--- src/rtl/alu_arbiter_if.sv ---
// Request, ALU and response bundle shared between the ALU arbiter and its requesters/ALU.
// slave = arbiter side, master = requester/ALU/consumer side.
interface alu_arbiter_if #(
    parameter int XLEN      = 32,
    parameter int ALU_SEL_W = 4
);
    logic                 req0_valid;
    logic                 req0_ready;
    logic [1:0]           req0_aluop;
    logic [3:0]           req0_inst;
    logic [XLEN-1:0]      req0_a;
    logic [XLEN-1:0]      req0_b;

    logic                 req1_valid;
    logic                 req1_ready;
    logic [1:0]           req1_aluop;
    logic [3:0]           req1_inst;
    logic [XLEN-1:0]      req1_a;
    logic [XLEN-1:0]      req1_b;

    logic [ALU_SEL_W-1:0] alu_ctl;
    logic [XLEN-1:0]      alu_a;
    logic [XLEN-1:0]      alu_b;
    logic [XLEN-1:0]      alu_result;

    logic                 rsp_valid;
    logic                 rsp_ready;
    logic                 rsp_id;
    logic [XLEN-1:0]      rsp_result;
    logic                 rsp_err;

    modport slave (
        input  req0_valid, req0_aluop, req0_inst, req0_a, req0_b,
        output req0_ready,
        input  req1_valid, req1_aluop, req1_inst, req1_a, req1_b,
        output req1_ready,
        output alu_ctl, alu_a, alu_b,
        input  alu_result,
        output rsp_valid, rsp_id, rsp_result, rsp_err,
        input  rsp_ready
    );

    modport master (
        output req0_valid, req0_aluop, req0_inst, req0_a, req0_b,
        input  req0_ready,
        output req1_valid, req1_aluop, req1_inst, req1_a, req1_b,
        input  req1_ready,
        input  alu_ctl, alu_a, alu_b,
        output alu_result,
        input  rsp_valid, rsp_id, rsp_result, rsp_err,
        output rsp_ready
    );
endinterface

--- src/rtl/alu_arbiter.sv ---
// Two-port arbiter/decoder for the shared EX ALU; ALU_ARB_ROUND_ROBIN_EN selects round-robin, else port 0 priority.
// Latency: grant at edge N, ALU driven in N+1, rsp_valid from N+2 (one op per 3 cycles).
// Backpressure: rsp_ready low parks the block in RESP with both request readies low.
module alu_arbiter #(
    parameter int XLEN      = 32,
    parameter int ALU_SEL_W = 4
) (
    input  logic         clk,
    input  logic         rst_n,
    alu_arbiter_if.slave bus
);
    localparam logic [ALU_SEL_W-1:0] ALU_ADD  = ALU_SEL_W'(1);
    localparam logic [ALU_SEL_W-1:0] ALU_SUB  = ALU_SEL_W'(2);
    localparam logic [ALU_SEL_W-1:0] ALU_AND  = ALU_SEL_W'(3);
    localparam logic [ALU_SEL_W-1:0] ALU_OR   = ALU_SEL_W'(4);
    localparam logic [ALU_SEL_W-1:0] ALU_XOR  = ALU_SEL_W'(5);
    localparam logic [ALU_SEL_W-1:0] ALU_BNE  = ALU_SEL_W'(6);
    localparam logic [ALU_SEL_W-1:0] ALU_BLT  = ALU_SEL_W'(7);
    localparam logic [ALU_SEL_W-1:0] ALU_BGE  = ALU_SEL_W'(8);
    localparam logic [ALU_SEL_W-1:0] ALU_BLTU = ALU_SEL_W'(9);
    localparam logic [ALU_SEL_W-1:0] ALU_BGEU = ALU_SEL_W'(10);

    typedef enum logic [1:0] {IDLE, ISSUE, RESP} state_e;

    state_e               state_q;
    logic [ALU_SEL_W-1:0] alu_ctl_q;
    logic [XLEN-1:0]      alu_a_q;
    logic [XLEN-1:0]      alu_b_q;
    logic                 id_q;
    logic                 err_q;
    logic                 rsp_valid_q;
    logic                 rsp_id_q;
    logic [XLEN-1:0]      rsp_result_q;
    logic                 rsp_err_q;

    logic                 any_vld;
    logic                 grant;
    logic                 win_id;
    logic [1:0]           win_aluop;
    logic [3:0]           win_inst;
    logic [XLEN-1:0]      win_a_d;
    logic [XLEN-1:0]      win_b_d;
    logic [ALU_SEL_W-1:0] dec_sel_d;
    logic                 dec_err_d;

    // Returns {err, select}; err forces select to 0.
    function automatic logic [ALU_SEL_W:0] decode(input logic [1:0] aluop, input logic [3:0] inst);
        logic [ALU_SEL_W-1:0] sel;
        logic                 err;
        sel = '0;
        err = 1'b0;
        case (aluop)
            2'b00: sel = ALU_ADD;
            2'b01: begin
                case (inst[2:0])
                    3'b000:  sel = ALU_SUB;
                    3'b001:  sel = ALU_BNE;
                    3'b100:  sel = ALU_BLT;
                    3'b101:  sel = ALU_BGE;
                    3'b110:  sel = ALU_BLTU;
                    3'b111:  sel = ALU_BGEU;
                    default: err = 1'b1;
                endcase
            end
            default: begin
                case (inst)
                    4'b0000: sel = ALU_ADD;
                    4'b1000: sel = ALU_SUB;
                    4'b0111: sel = ALU_AND;
                    4'b0110: sel = ALU_OR;
                    4'b0100: sel = ALU_XOR;
                    default: err = 1'b1;
                endcase
            end
        endcase
        return {err, sel};
    endfunction

    assign any_vld = bus.req0_valid | bus.req1_valid;

`ifdef ALU_ARB_ROUND_ROBIN_EN
    logic ptr_q;

    // On a tie the port that did not win last time goes next.
    assign win_id = (bus.req0_valid && bus.req1_valid) ? ~ptr_q : ~bus.req0_valid;

    always_ff @(posedge clk or negedge rst_n) begin
        if (!rst_n) begin
            ptr_q <= 1'b1;
        end else if (grant) begin
            ptr_q <= win_id;
        end
    end
`else
    assign win_id = ~bus.req0_valid;
`endif

    // Readies are gated by rst_n so nothing can handshake while reset is held.
    assign grant          = rst_n && (state_q == IDLE) && any_vld;
    assign bus.req0_ready = grant && !win_id;
    assign bus.req1_ready = grant && win_id;

    assign win_aluop = win_id ? bus.req1_aluop : bus.req0_aluop;
    assign win_inst  = win_id ? bus.req1_inst  : bus.req0_inst;
    assign win_a_d   = win_id ? bus.req1_a     : bus.req0_a;
    assign win_b_d   = win_id ? bus.req1_b     : bus.req0_b;
    assign {dec_err_d, dec_sel_d} = decode(win_aluop, win_inst);

    always_ff @(posedge clk or negedge rst_n) begin
        if (!rst_n) begin
            state_q      <= IDLE;
            alu_ctl_q    <= '0;
            alu_a_q      <= '0;
            alu_b_q      <= '0;
            id_q         <= 1'b0;
            err_q        <= 1'b0;
            rsp_valid_q  <= 1'b0;
            rsp_id_q     <= 1'b0;
            rsp_result_q <= '0;
            rsp_err_q    <= 1'b0;
        end else begin
            case (state_q)
                IDLE: begin
                    if (grant) begin
                        alu_ctl_q <= dec_sel_d;
                        alu_a_q   <= win_a_d;
                        alu_b_q   <= win_b_d;
                        id_q      <= win_id;
                        err_q     <= dec_err_d;
                        state_q   <= ISSUE;
                    end
                end
                ISSUE: begin
                    rsp_valid_q  <= 1'b1;
                    rsp_result_q <= bus.alu_result;
                    rsp_id_q     <= id_q;
                    rsp_err_q    <= err_q;
                    state_q      <= RESP;
                end
                RESP: begin
                    if (bus.rsp_ready) begin
                        rsp_valid_q <= 1'b0;
                        state_q     <= IDLE;
                    end
                end
                default: state_q <= IDLE;
            endcase
        end
    end

    assign bus.alu_ctl    = alu_ctl_q;
    assign bus.alu_a      = alu_a_q;
    assign bus.alu_b      = alu_b_q;
    assign bus.rsp_valid  = rsp_valid_q;
    assign bus.rsp_id     = rsp_id_q;
    assign bus.rsp_result = rsp_result_q;
    assign bus.rsp_err    = rsp_err_q;
endmodule

--- src/flat_wrapper.sv ---
// flat-port wrapper written by rule: the top's interface ports become plain ports
module alu_arbiter_flat 
#(
    parameter int XLEN      = 32,
    parameter int ALU_SEL_W = 4
)
  (clk, rst_n, bus_req0_valid, bus_req0_aluop, bus_req0_inst, bus_req0_a, bus_req0_b, bus_req0_ready, bus_req1_valid, bus_req1_aluop, bus_req1_inst, bus_req1_a, bus_req1_b, bus_req1_ready, bus_alu_ctl, bus_alu_a, bus_alu_b, bus_alu_result, bus_rsp_valid, bus_rsp_id, bus_rsp_result, bus_rsp_err, bus_rsp_ready);
  alu_arbiter_if #(.XLEN(XLEN), .ALU_SEL_W(ALU_SEL_W)) bus_i ();
  input  logic clk;
  input  logic rst_n;
  input wire logic [$bits(bus_i.req0_valid)-1:0] bus_req0_valid;
  input wire logic [$bits(bus_i.req0_aluop)-1:0] bus_req0_aluop;
  input wire logic [$bits(bus_i.req0_inst)-1:0] bus_req0_inst;
  input wire logic [$bits(bus_i.req0_a)-1:0] bus_req0_a;
  input wire logic [$bits(bus_i.req0_b)-1:0] bus_req0_b;
  output wire logic [$bits(bus_i.req0_ready)-1:0] bus_req0_ready;
  input wire logic [$bits(bus_i.req1_valid)-1:0] bus_req1_valid;
  input wire logic [$bits(bus_i.req1_aluop)-1:0] bus_req1_aluop;
  input wire logic [$bits(bus_i.req1_inst)-1:0] bus_req1_inst;
  input wire logic [$bits(bus_i.req1_a)-1:0] bus_req1_a;
  input wire logic [$bits(bus_i.req1_b)-1:0] bus_req1_b;
  output wire logic [$bits(bus_i.req1_ready)-1:0] bus_req1_ready;
  output wire logic [$bits(bus_i.alu_ctl)-1:0] bus_alu_ctl;
  output wire logic [$bits(bus_i.alu_a)-1:0] bus_alu_a;
  output wire logic [$bits(bus_i.alu_b)-1:0] bus_alu_b;
  input wire logic [$bits(bus_i.alu_result)-1:0] bus_alu_result;
  output wire logic [$bits(bus_i.rsp_valid)-1:0] bus_rsp_valid;
  output wire logic [$bits(bus_i.rsp_id)-1:0] bus_rsp_id;
  output wire logic [$bits(bus_i.rsp_result)-1:0] bus_rsp_result;
  output wire logic [$bits(bus_i.rsp_err)-1:0] bus_rsp_err;
  input wire logic [$bits(bus_i.rsp_ready)-1:0] bus_rsp_ready;
  assign bus_i.req0_valid = bus_req0_valid;
  assign bus_i.req0_aluop = bus_req0_aluop;
  assign bus_i.req0_inst = bus_req0_inst;
  assign bus_i.req0_a = bus_req0_a;
  assign bus_i.req0_b = bus_req0_b;
  assign bus_req0_ready = bus_i.req0_ready;
  assign bus_i.req1_valid = bus_req1_valid;
  assign bus_i.req1_aluop = bus_req1_aluop;
  assign bus_i.req1_inst = bus_req1_inst;
  assign bus_i.req1_a = bus_req1_a;
  assign bus_i.req1_b = bus_req1_b;
  assign bus_req1_ready = bus_i.req1_ready;
  assign bus_alu_ctl = bus_i.alu_ctl;
  assign bus_alu_a = bus_i.alu_a;
  assign bus_alu_b = bus_i.alu_b;
  assign bus_i.alu_result = bus_alu_result;
  assign bus_rsp_valid = bus_i.rsp_valid;
  assign bus_rsp_id = bus_i.rsp_id;
  assign bus_rsp_result = bus_i.rsp_result;
  assign bus_rsp_err = bus_i.rsp_err;
  assign bus_i.rsp_ready = bus_rsp_ready;
  alu_arbiter #(.XLEN(XLEN), .ALU_SEL_W(ALU_SEL_W)) u_core (.clk(clk), .rst_n(rst_n), .bus(bus_i));
endmodule
--- config.mk ---
export PLATFORM = sky130hd
export DESIGN_NAME = alu_arbiter_flat
export DESIGN_NICKNAME = d
export VERILOG_FILES = /design/src/rtl/alu_arbiter_if.sv /design/src/rtl/alu_arbiter.sv /design/src/flat_wrapper.sv
export SDC_FILE = /design/constraint.sdc
export NUM_CORES = 1
export LEC_CHECK = 0
export CAP_MARGIN = 40
export CORE_UTILIZATION = 41
export CTS_CLUSTER_SIZE = 10
export DETAILED_ROUTE_END_ITERATION = 10
export MAX_ROUTING_LAYER = met4
export PLACE_DENSITY = 0.86
export SLEW_MARGIN = 40
export SYNTH_ARGS = -nofsm -noshare
export SYNTH_HDL_FRONTEND = slang
export SYNTH_SLANG_ARGS = --single-unit
--- constraint.sdc ---
create_clock -name clk -period 5.3 [get_ports clk]
set_input_delay 1.59 -clock clk [delete_from_list [all_inputs] [get_ports clk]]
set_output_delay 1.59 -clock clk [all_outputs]
set_load 0.03 [all_outputs]
# Word level (Yosys, flattened, before mapping)
# Index checks and enable logic that the tools add are counted.
# op_classes
eq_ne	14
muxes	15
bitwise	2
reduce_logical	14
# op_table
cell	count
two-way mux 32 bit	2
one-hot mux 4 bit (6 select lines)	1
one-hot mux 3 bit (5 select lines)	1
equality test 3 bit (second input constant)	4
equality test 4 x 3 -> 1 bit (second input constant)	3
one-hot mux 4 bit (2 select lines)	1
two-way mux 2 bit	3
one-hot mux 2 bit (3 select lines)	1
AND reduction 2 bit	3
OR reduction 6 bit	1
OR reduction 5 bit	1
equality test 2 x 1 -> 1 bit (second input constant)	2
equality test 4 bit (second input constant)	1
logical AND 1 bit	4
zero test 2 bit	2
zero test 4 bit	1
two-way mux 4 bit	1
one-hot mux 1 bit (2 select lines)	2
equality test 3 x 1 -> 1 bit (second input constant)	1
zero test 3 bit	1
two-way mux 1 bit	3
equality test 2 bit (second input constant)	1
!= test 2 x 1 -> 1 bit (second input constant)	1
!= test 2 bit (second input constant)	1
other kinds (3)	3
# word_totals
register_bits	107
in_bits	177
out_inout_bits	105
word_cells	55

# Logic depth before layout (Yosys ltp)
# logic_depth
word_depth	5
depth_mapped	6
depth_no_buf	5

# Worst setup path before layout
# Ideal clock, no wire load.
# synth_path
kind	input -> output
start	input bus_req0_valid
end	output bus_req1_ready
t_arrival_ns	2.654
required_ns	3.710
setup_slack_ns	1.056
stages	5
path_buffers	4
path_cell_list	buf_6 > buf_8 > buf_4 > buf_4 > nor2_1
# synth_between
elab_chain_cells	3
word_cells_on_any_way	4
cone_classes	2 x bitwise; 2 x reduce/logical
# synth_rtl
element	line	source
start: declaration	flat_wrapper.sv:11	input wire logic [$bits(bus_i.req0_valid)-1:0] bus_req0_valid;
bitwise OR 1 bit	alu_arbiter.sv:79	assign any_vld = bus.req0_valid | bus.req1_valid;
logical AND 1 bit	alu_arbiter.sv:99	assign grant = rst_n && (state_q == IDLE) && any_vld;
logical AND 1 bit *	alu_arbiter.sv:101	assign bus.req1_ready = grant && win_id;
end: declaration	flat_wrapper.sv:22	output wire logic [$bits(bus_i.req1_ready)-1:0] bus_req1_ready;
# Mark *: on every way between the ends. The rest lies on a longest branch, timed or not.

# Worst setup path in the final report
# layout_path
start	input rst_n
end	output bus_req1_ready
# layout_between
elab_chain_cells	3
# layout_rtl
element	line	source
start: declaration	flat_wrapper.sv:10	input logic rst_n;
logical AND 1 bit (2 in series)	alu_arbiter.sv:99	
logical AND 1 bit	alu_arbiter.sv:101	
# No other way between the ends.

==> results.md <==
- Register area: 0.002678 mm^2
- Post-CTS setup buffer count: 0
- CP required: 3710 ps
- IO Pins: 282
- Slew Limit Fails: 0
- Clk Latency, worst-skew pair: 340 ps
- Ys flop type: dfrtp_1
- Final setup vio count: 0
- Startpoint types: input pin
- Final WS setup: 1087 ps
- PwrDens: 506.9 mW/mm^2
- Vias in the first global route: 3,976
- Status: finished clean
- Distinct cells, synth: 33
- Wire per inst: 16.16 um
- Max Cap Viol: 0
- CORE AREA: 0.01137 mm^2
- Antenna violations before repair: 0
- Slew @ Worst Pin: 626.6 ps
- Remaining antenna violation count: 0
- Die area: 0.01210 mm^2
- Dpl hpwl: 10,610 um
- Clock Path Buffers: 2
- Synth Register Bits: 107
- Antenna cells: 0
- Pin count of the biggest net entering global routing: 71
- Routed Wire Length: 13,430 um
- Cell Count, Final, Fillers Out: 831
- Post-Synthesis Cells: 411
- Setup_tns: 0 ps
- Leak: 3.483 nW
- EDFF count, synth: 0
- # rows: 39
- Post-Syn Area: 0.004782 mm^2
- Clock Pin Slew Worst Setup and Hold Paths: 70 ps
- Vias: 4,049
- DR iter-0 viols: 107
- Starting Density: 42.06%
- Commonest cells after routing, fill and taps aside: 278 x clkdlybuf4s50_1, 107 x dfrtp_1, 69 x nand2_1
- DP Worst Slack: 1031 ps
- Fin nets: 860
- Drt first pass iters: 6
- RePlAce Congestion: 0.7658
- Mapped Nets: 588
- Grt ovf: 0
- Post-CTS sizing: 0
- CTS sink count: 107
- Vias per inst: 4.872
- Fmax: 237.3 MHz
- Post-route DRC violation count: 0
- Reg-to-reg slack, setup: 3120 ps
- CP Max Fanout: 45
- Filler Cell Count: 815
- Total GRT Usage: 22.39%
- First-pass GRT wire length: 19,490 um
- Peak VDD IR: 0.0003761 V
- Seq/Total Area, Yosys: 55.99%
- Fin. Hold Viols: 0
- Crit path capture type: output port
- Reg-to-Reg Start: u_core.state_q[1]
- Reg2reg end: u_core.bus.alu_b[15]
- Final period util: 79.50%
- RSZ-0062 raised after global routing: false
- Critical path origin: rst_n
- Crit path arrival time: 2620 ps
- Worst clock skew: 6.131 ps
- CTS tree: done
- Worst slew margin relative to its limit: 58.23%
- Dpl cells: 815
- H-tree depth: 3
- Number of buffers added on ports: 281
- Num CTS Buffers: 9
- Root Driver: clkbuf_16
- Min Tclk post-route: 4213 ps
- Ys async rst share: 100.0%
- Power, Total: 0.004050 W
- CTS Hold Bufs: 0
- Worst r2r path cells: 5
- WS Path Type: in2out
- Hold Path Class: reg2reg
- Synthesized area per cell: 11.64 um^2
- Yosys warning total: 0
- Area grow syn2layout: 67.09%
- Chip Height: 110 um
- Commonest non-fill, non-tap cell in the layout: clkdlybuf4s50_1
- Share of post-route cells with drive strength above 1: 4.651%
- Footprint of the multi-input gates: 0.001953 mm^2
- Die X: 110 um
- Crit path to: bus_req1_ready
per-stage QoR:
| step | area, um^2 | hold slack [ps] | util [%] |
|---|---|---|---|
| 2_1_floorplan | 4782 | 445.8 | - |
| 3_3_place_gp | 7671 | 456.7 | 67.47 |
| 3_5_place_dp | 7699 | 474.2 | 67.71 |
| 4_1_cts | 7986 | 489.4 | 70.24 |
| 5_1_grt | 7990 | 498.0 | 70.28 |
| 6_report | 7990 | 485.5 | 70.28 |
synthesized netlist by cell type (2+ instances only):
cell type    n  share of area [%]
mux2_1      37                8.7
a21o_1       2               0.31
dfrtp_1    107                 56
buf_4        5               0.79
o211ai_2     2               0.52
nand2_1     69                5.4
clkbuf_1     6               0.47
o21ai_1     64                6.7
a21oi_1      5               0.52
mux2i_1     66                 14
inv_1        2               0.16
nor2_1      10               0.79
buf_2       14                1.5
o31ai_1      2               0.31
o211ai_1     2               0.31
flip-flops by register name, indices dropped and copies added (netlist names):
| name | count |
|---|---|
| u_core.id_q | 1 |
| u_core.bus.rsp_result | 32 |
| u_core.bus.rsp_id | 1 |
| u_core.bus.alu_b | 32 |
| u_core.bus.alu_a | 32 |
| u_core.bus.rsp_valid | 1 |
| u_core.bus.rsp_err | 1 |
| u_core.err_q | 1 |
| u_core.state_q | 2 |
| u_core.bus.alu_ctl | 4 |
power breakdown:
| part | switching, W | internal (W) | total (W) | leakage (nW) |
|---|---|---|---|---|
| clock network | 0.000276 | 0.000367 | 0.000643 | 0.137 |
| logic | 0.00115 | 0.000894 | 0.00204 | 2.04 |
| registers | 0.000199 | 0.00117 | 0.00136 | 1.30 |
| total | 0.00162 | 0.00243 | 0.00405 | 3.48 |
critical path, stage by stage:
cell and delay (ps):
buf_4 90, buf_4 470, o211ai_4 130, nor2_1 150, buf_4 180
worst min path at each step:
stage | slack [ps] | startpoint | depth (start not counted) | to
floorplan | 450 | u_core.id_q | 1 | u_core.id_q
CTS | 490 | u_core.bus.rsp_result[15] | 1 | u_core.bus.rsp_result[15]
global placement | 460 | u_core.id_q | 1 | u_core.id_q
global route | 500 | u_core.bus.rsp_result[15] | 1 | u_core.bus.rsp_result[15]
finish | 490 | u_core.bus.rsp_result[15] | 1 | u_core.bus.rsp_result[15]
detailed placement | 470 | u_core.bus.rsp_result[15] | 1 | u_core.bus.rsp_result[15]
cell families after synthesis:
group | synth area share (%)
flip-flops | 55.99
multiplexers | 23.60
AND/OR/NAND/NOR | 7.064
AO/OA/AOI/OAI | 9.654
buffers and inverters | 3.506
XOR/XNOR | 0.1832
layer usage:
metal  global-route usage [%]  wire length (um)  part of all wire (%)  vias to the layer above
met5                        -                 0                     0                        -
met3                    4.350              1044                   7.8                       15
met1                    24.33              5090                    38                     1870
met4                    7.524               140                   1.0                        0
met2                    40.80              7150                    53                      188
li1                         -                 -                     -                     1976
area by class of cell:
class / instances / area share [%]
tap: 143 / 2.239
multi-input combinational: 274 / 24.44
inverter: 3 / 0.1409
clock inverter: 4 / 0.6420
sequential: 107 / 33.51
timing repair buffer: 288 / 36.06
clock buffer: 12 / 2.960
Power figures use the tool's default switching activity.
